**src/rtl/fetch_pkg.sv**
```systemverilog
// Shared fetch-stage constants, state encoding and the IF/ID bundle layout
// consumed by the decode stage.
package fetch_pkg;

    localparam int ADDR_W  = 32;
    localparam int INSTR_W = 32;

    localparam logic [ADDR_W-1:0]  TEXT_BASE  = 32'h0040_0000;
    localparam logic [ADDR_W-1:0]  TEXT_LIMIT = 32'h0040_4000;
    localparam logic [INSTR_W-1:0] NOP_WORD   = 32'h0000_0000;

    typedef enum logic {
        RUN   = 1'b0,
        FAULT = 1'b1
    } fetch_state_e;

    typedef struct packed {
        logic               valid;
        logic [INSTR_W-1:0] instr;
        logic [ADDR_W-1:0]  pc;
        logic [ADDR_W-1:0]  pc4;
    } if_id_t;

endpackage

```
**src/rtl/pc_range_check.sv**
```systemverilog
// Combinational legality check for a word fetch/access address:
// word aligned and within [lo, hi] inclusive.
module pc_range_check
    import fetch_pkg::*;
(
    input  logic [ADDR_W-1:0] addr,
    input  logic [ADDR_W-1:0] lo,
    input  logic [ADDR_W-1:0] hi,
    output logic              legal
);

    assign legal = (addr[1:0] == 2'b00) && (addr >= lo) && (addr <= hi);

endmodule

```
**src/rtl/fetch_stage.sv**
```systemverilog
// Instruction-fetch stage: owns the PC, addresses instruction memory and
// loads the IF/ID register; a bad next-PC latches a sticky fault.
module fetch_stage
    import fetch_pkg::*;
#(
    parameter logic [ADDR_W-1:0]  BASE_ADDR  = TEXT_BASE,
    parameter logic [ADDR_W-1:0]  LIMIT_ADDR = TEXT_LIMIT,
    parameter logic [INSTR_W-1:0] NOP_INSTR  = NOP_WORD
) (
    input  logic               clk,
    input  logic               reset,
    input  logic               stall,
    input  logic               redirect,
    input  logic [ADDR_W-1:0]  redirect_target,
    output logic [ADDR_W-1:0]  imem_addr,
    input  logic [INSTR_W-1:0] imem_data,
    output logic               if_id_valid,
    output logic [INSTR_W-1:0] if_id_instr,
    output logic [ADDR_W-1:0]  if_id_pc,
    output logic [ADDR_W-1:0]  if_id_pc4,
    output logic               fault,
    output logic [31:0]        fetch_count
);

    fetch_state_e      state_q, state_d;
    logic [ADDR_W-1:0] pc_q, pc_d;
    if_id_t            if_id_q, if_id_d;
    logic              fault_q, fault_d;
    logic [31:0]       fetch_count_q, fetch_count_d;

    logic [ADDR_W-1:0] pc_plus4;
    logic [ADDR_W-1:0] next_addr;
    logic              next_legal;

    assign pc_plus4  = pc_q + 32'd4;
    assign next_addr = redirect ? redirect_target : pc_plus4;

    pc_range_check u_range (
        .addr  (next_addr),
        .lo    (BASE_ADDR),
        .hi    (LIMIT_ADDR),
        .legal (next_legal)
    );

    always_comb begin
        state_d       = state_q;
        pc_d          = pc_q;
        if_id_d       = if_id_q;
        fault_d       = fault_q;
        fetch_count_d = fetch_count_q;

        case (state_q)
            RUN: begin
                if (redirect) begin
                    if_id_d.valid = 1'b0;
                    if_id_d.instr = NOP_INSTR;
                    if (next_legal) begin
                        pc_d = redirect_target;
                    end else begin
                        state_d = FAULT;
                        fault_d = 1'b1;
                    end
                end else if (!stall) begin
                    // The current word is still delivered even if the advance faults.
                    if_id_d.valid = 1'b1;
                    if_id_d.instr = imem_data;
                    if_id_d.pc    = pc_q;
                    if_id_d.pc4   = pc_plus4;
                    fetch_count_d = fetch_count_q + 32'd1;
                    if (next_legal) begin
                        pc_d = pc_plus4;
                    end else begin
                        state_d = FAULT;
                        fault_d = 1'b1;
                    end
                end
            end
            FAULT: begin
                if_id_d.valid = 1'b0;
                if_id_d.instr = NOP_INSTR;
            end
        endcase
    end

    always_ff @(posedge clk) begin
        if (reset) begin
            state_q       <= RUN;
            pc_q          <= BASE_ADDR;
            if_id_q.valid <= 1'b0;
            if_id_q.instr <= NOP_INSTR;
            if_id_q.pc    <= '0;
            if_id_q.pc4   <= '0;
            fault_q       <= 1'b0;
            fetch_count_q <= '0;
        end else begin
            state_q       <= state_d;
            pc_q          <= pc_d;
            if_id_q       <= if_id_d;
            fault_q       <= fault_d;
            fetch_count_q <= fetch_count_d;
        end
    end

    // Memory address comes straight from the PC register, never from stall/redirect.
    assign imem_addr   = pc_q;
    assign if_id_valid = if_id_q.valid;
    assign if_id_instr = if_id_q.instr;
    assign if_id_pc    = if_id_q.pc;
    assign if_id_pc4   = if_id_q.pc4;
    assign fault       = fault_q;
    assign fetch_count = fetch_count_q;

endmodule

```
**config.mk**
```make
export PLATFORM = sky130hd
export DESIGN_NAME = fetch_stage
export DESIGN_NICKNAME = d
export VERILOG_FILES = /design/src/rtl/fetch_pkg.sv /design/src/rtl/pc_range_check.sv /design/src/rtl/fetch_stage.sv
export SDC_FILE = /design/constraint.sdc
export NUM_CORES = 1
export LEC_CHECK = 0
export BUFFER_PORTS_ARGS = -buffer_cell sky130_fd_sc_hd__buf_4
export CAP_MARGIN = 5
export CORE_MARGIN = 1
export CORE_UTILIZATION = 40
export CTS_BUF_LIST = sky130_fd_sc_hd__clkbuf_8
export DETAILED_ROUTE_END_ITERATION = 6
export PLACE_DENSITY = 0.66
export SLEW_MARGIN = 20
export SYNTH_ARGS = -nofsm -noshare
export SYNTH_HDL_FRONTEND = slang
export SYNTH_SLANG_ARGS = --single-unit
export TNS_END_PERCENT = 1
```
**constraint.sdc**
```tcl
create_clock -name clk -period 4.5 [get_ports clk]
set_input_delay 0.9 -clock clk [delete_from_list [all_inputs] [get_ports clk]]
set_output_delay 0.9 -clock clk [all_outputs]
set_load 0.02 [all_outputs]
```
After elaboration in Yosys (flattened, before gate mapping)

Index checks and enable logic that the tools add are counted.

Output and inout bits: 162
Word-level logic and storage cells: 38
Register bits after elaboration: 163

Reductions and logical operators: 6
Bitwise logic cells: 3
Equality and inequality tests: 2
Order comparisons: 2
$add $sub $neg: 2
Mux-type cells: 15

Operators with widths:

| operator                | number |
|---|---|
| $mux W32                | 5 |
| $mux W97                | 1 |
| $pmux W33 S2            | 1 |
| $mux W33                | 1 |
| $add A32 B1 Y32 const B | 1 |
| $add A32 B3 Y32 const B | 1 |
| $ge A32 B23 Y1 const B  | 1 |
| $le A32 B23 Y1 const B  | 1 |
| $mux W1                 | 7 |
| $reduce_and A3 Y1       | 2 |
| $ne A3 B3 Y1 const B    | 1 |
| $not A1 Y1              | 3 |
| $logic_and A1 B1 Y1     | 2 |
| $logic_not A2 Y1        | 1 |
| $ne A2 B1 Y1 const B    | 1 |
| $reduce_and A2 Y1       | 1 |

Logic depth before layout (Yosys ltp)

Depth in word-level cells: 9
Depth in mapped cells: 13

Hierarchy

Synthesis repeated with hierarchy kept, for this count alone.

Cells, all modules: 1110
Area, all modules: 8934.8 um^2

By module, submodules not included:

| module         | instances | cells an instance | sequential area each (um^2) | area an instance (um^2) |
|---|---|---|---|---|
| fetch_stage    | 1         | 891               | 3223.1                      | 7337.0 |
| pc_range_check | 1         | 219               | 0.0                         | 1597.8 |

Worst setup path before layout

OpenSTA, ideal clock, no wires.

Path type: reg2reg
Start: reg pc_q[3], in the netlist imem_addr[3]
End: reg pc_q[2], in the netlist imem_addr[2]
Arrival time: 3.359 ns
Setup time: 0.070 ns
Clock period less this slack: 3.429 ns
Path slack: 1.071 ns
Buffers on the path: 3
Cell stages (with the launch flop): 13
Cell sequence: dfxtp_1 -> ha_1 -> buf_2 -> and4_1 -> buf_2 -> nand4_2 -> or4b_1 -> a2bb2oi_1 -> nand4_1 -> or4_1 -> clkbuf_1 -> or4_1 -> a21oi_1

Longest elaborated chain between the ends: 6
Elaborated cells on any way between the ends: 7
Classes of those cells: 1 x add/sub; 2 x order compare; 1 x mux; 3 x reduce/logical

Ends and longest elaborated chain:

| element                       | line                 | source |
|---|---|---|
| start: declaration            | fetch_stage.sv:26    | `logic [ADDR_W-1:0] pc_q, pc_d;` |
| start signal: assignment      | fetch_stage.sv:97    | `pc_q <= pc_d;` |
| $add A32 B3 Y32 *             | fetch_stage.sv:35    | `assign pc_plus4 = pc_q + 32'd4;` |
| $mux W32 *                    | fetch_stage.sv:36    | `assign next_addr = redirect ? redirect_target : pc_plus4;` |
| $ge A32 B23 Y1                | pc_range_check.sv:12 | `assign legal = (addr[1:0] == 2'b00) && (addr >= lo) && (addr <= hi);` |
| $logic_and A1 B1 Y1           | pc_range_check.sv:12 |  |
| $logic_and A1 B1 Y1 *         | pc_range_check.sv:12 |  |
| $reduce_and A3 Y1 (no line) * | --                   |  |

Mark *: on every way between the ends. The rest lies on a longest branch, timed or not.
A chain may end at the register's enable or synchronous reset.

Worst setup path in the final report

Start: reg pc_q[2], in the netlist imem_addr[2]
End: reg pc_q[5], in the netlist imem_addr[5]

Longest elaborated chain between the ends: 6
Elaborated cells on any way between the ends: 10
Classes of those cells: 1 x add/sub; 2 x order compare; 4 x mux; 3 x reduce/logical

Ends and longest elaborated chain:

| element                           | line |
|---|---|
| $add A32 B3 Y32 *                 | fetch_stage.sv:35 |
| $mux W32                          | fetch_stage.sv:36 |
| $ge A32 B23 Y1                    | pc_range_check.sv:12 |
| $logic_and A1 B1 Y1 (2 in series) | pc_range_check.sv:12 |
| $reduce_and A3 Y1 (no line)       | -- |

Mark *: on every way between the ends. The rest lies on a longest branch, timed or not. The select of a mux whose other input is x is not followed.

==> qor.json <==
{
  "boundaryPins": {"value": 230},
  "num_rows": {"value": 47},
  "period_needed": {"value": 4.01, "unit": "ns"},
  "reg2reg_setup_slack": {"value": 0.49, "unit": "ns"},
  "async_flop_share": {"value": 0, "unit": "%"},
  "cellPowerDensity": {"value": 309, "unit": "nW/um^2"},
  "cts_hold_repair.buffers": {"value": 0},
  "finalSetupTns": {"value": 0, "unit": "ns"},
  "synth_enable_flop_cells": {"value": 0},
  "timing.clock.skew": {"value": 0.0135, "unit": "ns"},
  "wl_per_cell": {"value": 16.8, "unit": "um"},
  "post_layout_nonfiller_instances": {"value": 1243},
  "utilization_after_layout": {"value": 54.5, "unit": "%"},
  "layout_nets": {"value": 1080},
  "via_per_inst": {"value": 5.36},
  "post-cts-setup-buffers": {"value": 0},
  "detailedPlacementHpwl": {"value": 14.5, "unit": "mm"},
  "timing.setup.critical_path_class": {"value": "reg -> reg"},
  "finalHoldViolations": {"value": 0},
  "startpoint_type": {"value": "register"},
  "ant_nets": {"value": 0},
  "layout_common_cells": {"value": "sky130_fd_sc_hd__buf_4, sky130_fd_sc_hd__dfxtp_1, sky130_fd_sc_hd__nor2_1"},
  "tritoncts": {"value": "yes"},
  "cap_viol_max_count": {"value": 0},
  "timing.final.crit_share": {"value": 89.1, "unit": "%"},
  "seq_power_share": {"value": 51.9, "unit": "%"},
  "power.share.clock": {"value": 38.9, "unit": "%"},
  "hold_path.class": {"value": "reg -> reg"},
  "drcViolationCount": {"value": 0},
  "latest_clock_arrival_within_the_worst_skew_pair": {"value": 0.45, "unit": "ns"},
  "cts.sink_count": {"value": 161},
  "synthDistinctLibCells": {"value": 57},
  "mapped_nets": {"value": 891},
  "seq_total_area_yosys": {"value": 46.6, "unit": "%"},
  "setup_viol": {"value": 0},
  "global_route_wire_length_before_repair": {"value": 33.6, "unit": "mm"},
  "run_status": {"value": "completed"},
  "synth.ff_latch_count": {"value": 161},
  "number_of_iterations_in_the_first_detailed_routing_pass": {"value": 5},
  "cts_max_path_buffers": {"value": 2},
  "power.switching": {"value": 0.747, "unit": "mW"},
  "endpoint_class_of_the_critical_path": {"value": "register"},
  "insertedDiodeCount": {"value": 0},
  "max_freq": {"value": 0.249, "unit": "GHz"},
  "cellLeakagePower": {"value": 3.58, "unit": "nW"},
  "critical_path.max_fanout": {"value": 18},
  "drive_above_1_share": {"value": 28.1, "unit": "%"},
  "gpl.final_weighted_congestion": {"value": 0.912},
  "unrepaired_setup_endpoints_after_global_routing": {"value": "no"},
  "floorplan.core_area": {"value": 16700, "unit": "sq um"},
  "fin_ws": {"value": 0.490, "unit": "ns"},
  "pre_cts_slack": {"value": 0.582, "unit": "ns"},
  "syn_area": {"value": 6910, "unit": "sq um"},
  "power_frac_comb": {"value": 9.1, "unit": "%"},
  "routed-via-count": {"value": 6665},
  "global_route.usage.total": {"value": 23.8, "unit": "%"},
  "layout.cells.most_common": {"value": "sky130_fd_sc_hd__buf_4"},
  "data_arrival_critical_path": {"value": 4.39, "unit": "ns"},
  "postSynthCellCount": {"value": 821},
  "clock_slew_seen_by_the_registers_of_the_worst_setup_and_hold_paths": {"value": 0.09, "unit": "ns"},
  "internal_power": {"value": 2.07, "unit": "mW"},
  "die_width": {"value": 133, "unit": "um"},
  "grt_start_max_net_pins": {"value": 88},
  "postSynthAreaPerCell": {"value": 8.42, "unit": "sq um"},
  "power.share.switching": {"value": 26.5, "unit": "%"},
  "initial_core_util": {"value": 41.4, "unit": "%"},
  "antenna_found_initial": {"value": 0},
  "report.final.slew_viol_count": {"value": 0},
  "cts-htree-levels": {"value": 4},
  "timing.max_slew.rel_slack": {"value": 36.4, "unit": "%"},
  "num_cts_buffers": {"value": 17},
  "grt_overflow_total": {"value": 0},
  "area_overhead_of_the_layout_relative_to_synthesis": {"value": 31.8, "unit": "%"},
  "dp_cells": {"value": 1211},
  "max-vdd-ir-drop": {"value": 0.000318, "unit": "V"},
  "placement.io_buffers": {"value": 229},
  "grt_pass1_vias": {"value": 6167},
  "timing.hold.ws": {"value": 0.459, "unit": "ns"},
  "detail_route.iter0.violations": {"value": 436},
  "worst_slew_pin_slew": {"value": 0.953, "unit": "ns"},
  "post_cts_resized": {"value": 0},
  "detail_route.wirelength": {"value": 20.8, "unit": "mm"},
  "req_time_crit_path": {"value": 4.88, "unit": "ns"},
  "postSynth.topFlopCell": {"value": "sky130_fd_sc_hd__dfxtp_1"},
  "ys.warnings.count": {"value": 0},
  "die-area": {"value": 17800, "unit": "sq um"},
  "root_buffer": {"value": "sky130_fd_sc_hd__clkbuf_8"},
  "fp.dieH": {"value": 133, "unit": "um"},
  "fillerInstances": {"value": 1667}
}
cells in the mapped netlist (all sizes together) (5+ instances only):
library cell | count | share of area, %
dfxtp | 161 | 47
nor2 | 101 | 5.5
nand2 | 89 | 4.8
a21oi | 62 | 4.5
clkbuf | 47 | 2.6
a22oi | 32 | 3.5
nor3 | 30 | 2.2
xnor2 | 25 | 3.2
buf | 23 | 1.7
nand3 | 23 | 1.7
nand4 | 23 | 2.5
xor2 | 23 | 2.9
and2 | 19 | 1.7
a211oi | 18 | 2.0
nor4 | 16 | 1.4
o21ai | 16 | 1.2
or3 | 16 | 1.4
o31ai | 12 | 1.3
inv | 9 | 0.49
or4 | 8 | 0.92
a31oi | 7 | 0.63
nand2b | 6 | 0.54
and3 | 5 | 0.45
o31a | 5 | 0.63
metrics by stage:
step           instance area [sq um]  power, mW
2_1_floorplan                   6910       1.63
3_3_place_gp                    8700       1.75
3_5_place_dp                    8700       1.75
4_1_cts                         9110       2.84
5_1_grt                         9110       2.92
6_report                        9110       2.82
power groups by stage:
stage | combinational, mW | sequential (mW) | clock [mW]
6_report | 0.257 | 1.46 | 1.10
5_1_grt | 0.277 | 1.47 | 1.18
4_1_cts | 0.258 | 1.46 | 1.12
3_5_place_dp | 0.258 | 1.50 | 0
3_3_place_gp | 0.257 | 1.50 | 0
2_1_floorplan | 0.107 | 1.52 | 0
final timing paths:
| check | start | end | depth (start not counted) |
|---|---|---|---|
| min | if_id_pc[14]$_SDFFE_PP0P_ | if_id_pc[14]$_SDFFE_PP0P_ | 2 |
| max reg2reg | imem_addr[2]$_SDFFE_PP0P_ | imem_addr[5]$_SDFFE_PP0P_ | 9 |
| min reg2reg | if_id_pc[14]$_SDFFE_PP0P_ | if_id_pc[14]$_SDFFE_PP0P_ | 2 |
| max | imem_addr[2]$_SDFFE_PP0P_ | imem_addr[5]$_SDFFE_PP0P_ | 9 |
registers in the layout (all words and copies together) (netlist names):
| name | cells |
|---|---|
| if_id_pc4 | 30 |
| imem_addr | 32 |
| if_id_pc | 32 |
| if_id_valid | 1 |
| state_q | 1 |
| fault | 1 |
| fetch_count | 32 |
| if_id_instr | 32 |
per-layer routing:
metal / routed length [um] / vias up / GRT usage [%]
met5: 0 / - / 0
met4: 289 / 0 / 5.68
met3: 1700 / 28 / 7.12
met2: 9420 / 253 / 35.8
met1: 9410 / 3098 / 33.1
li1: - / 3286 / -
area by class of cell:
class                      instances  area [sq um]  area share, %
clock inverter                    14           155           1.70
tap                              220           275           3.02
clock buffer                      18           248           2.72
inverter                           9          33.8          0.371
sequential                       161          3220           35.4
multi-input combinational        581          3370           37.0
timing repair buffer             240          1800           19.8
cells by family after synthesis:
kind of cell	count (synthesis)	synth area share, %
mux	4	0.616
compound gates	174	16.4
simple gates	353	25.2
xor+xnor	48	6.08
fa+ha+maj	2	0.362
flops	161	46.6
buf+inv	79	4.74
critical path, cell delays in order (launching register included):
cell,delay (ns)
sky130_fd_sc_hd__dfxtp_1,0.53
sky130_fd_sc_hd__ha_1,0.37
sky130_fd_sc_hd__and4_1,0.35
sky130_fd_sc_hd__nand4_2,0.30
sky130_fd_sc_hd__or4b_1,0.59
sky130_fd_sc_hd__a2bb2oi_1,0.17
sky130_fd_sc_hd__nand4_1,0.13
sky130_fd_sc_hd__or4_1,0.75
sky130_fd_sc_hd__or4_1,0.60
sky130_fd_sc_hd__a21oi_1,0.15
(Power assumes the default switching activity.)
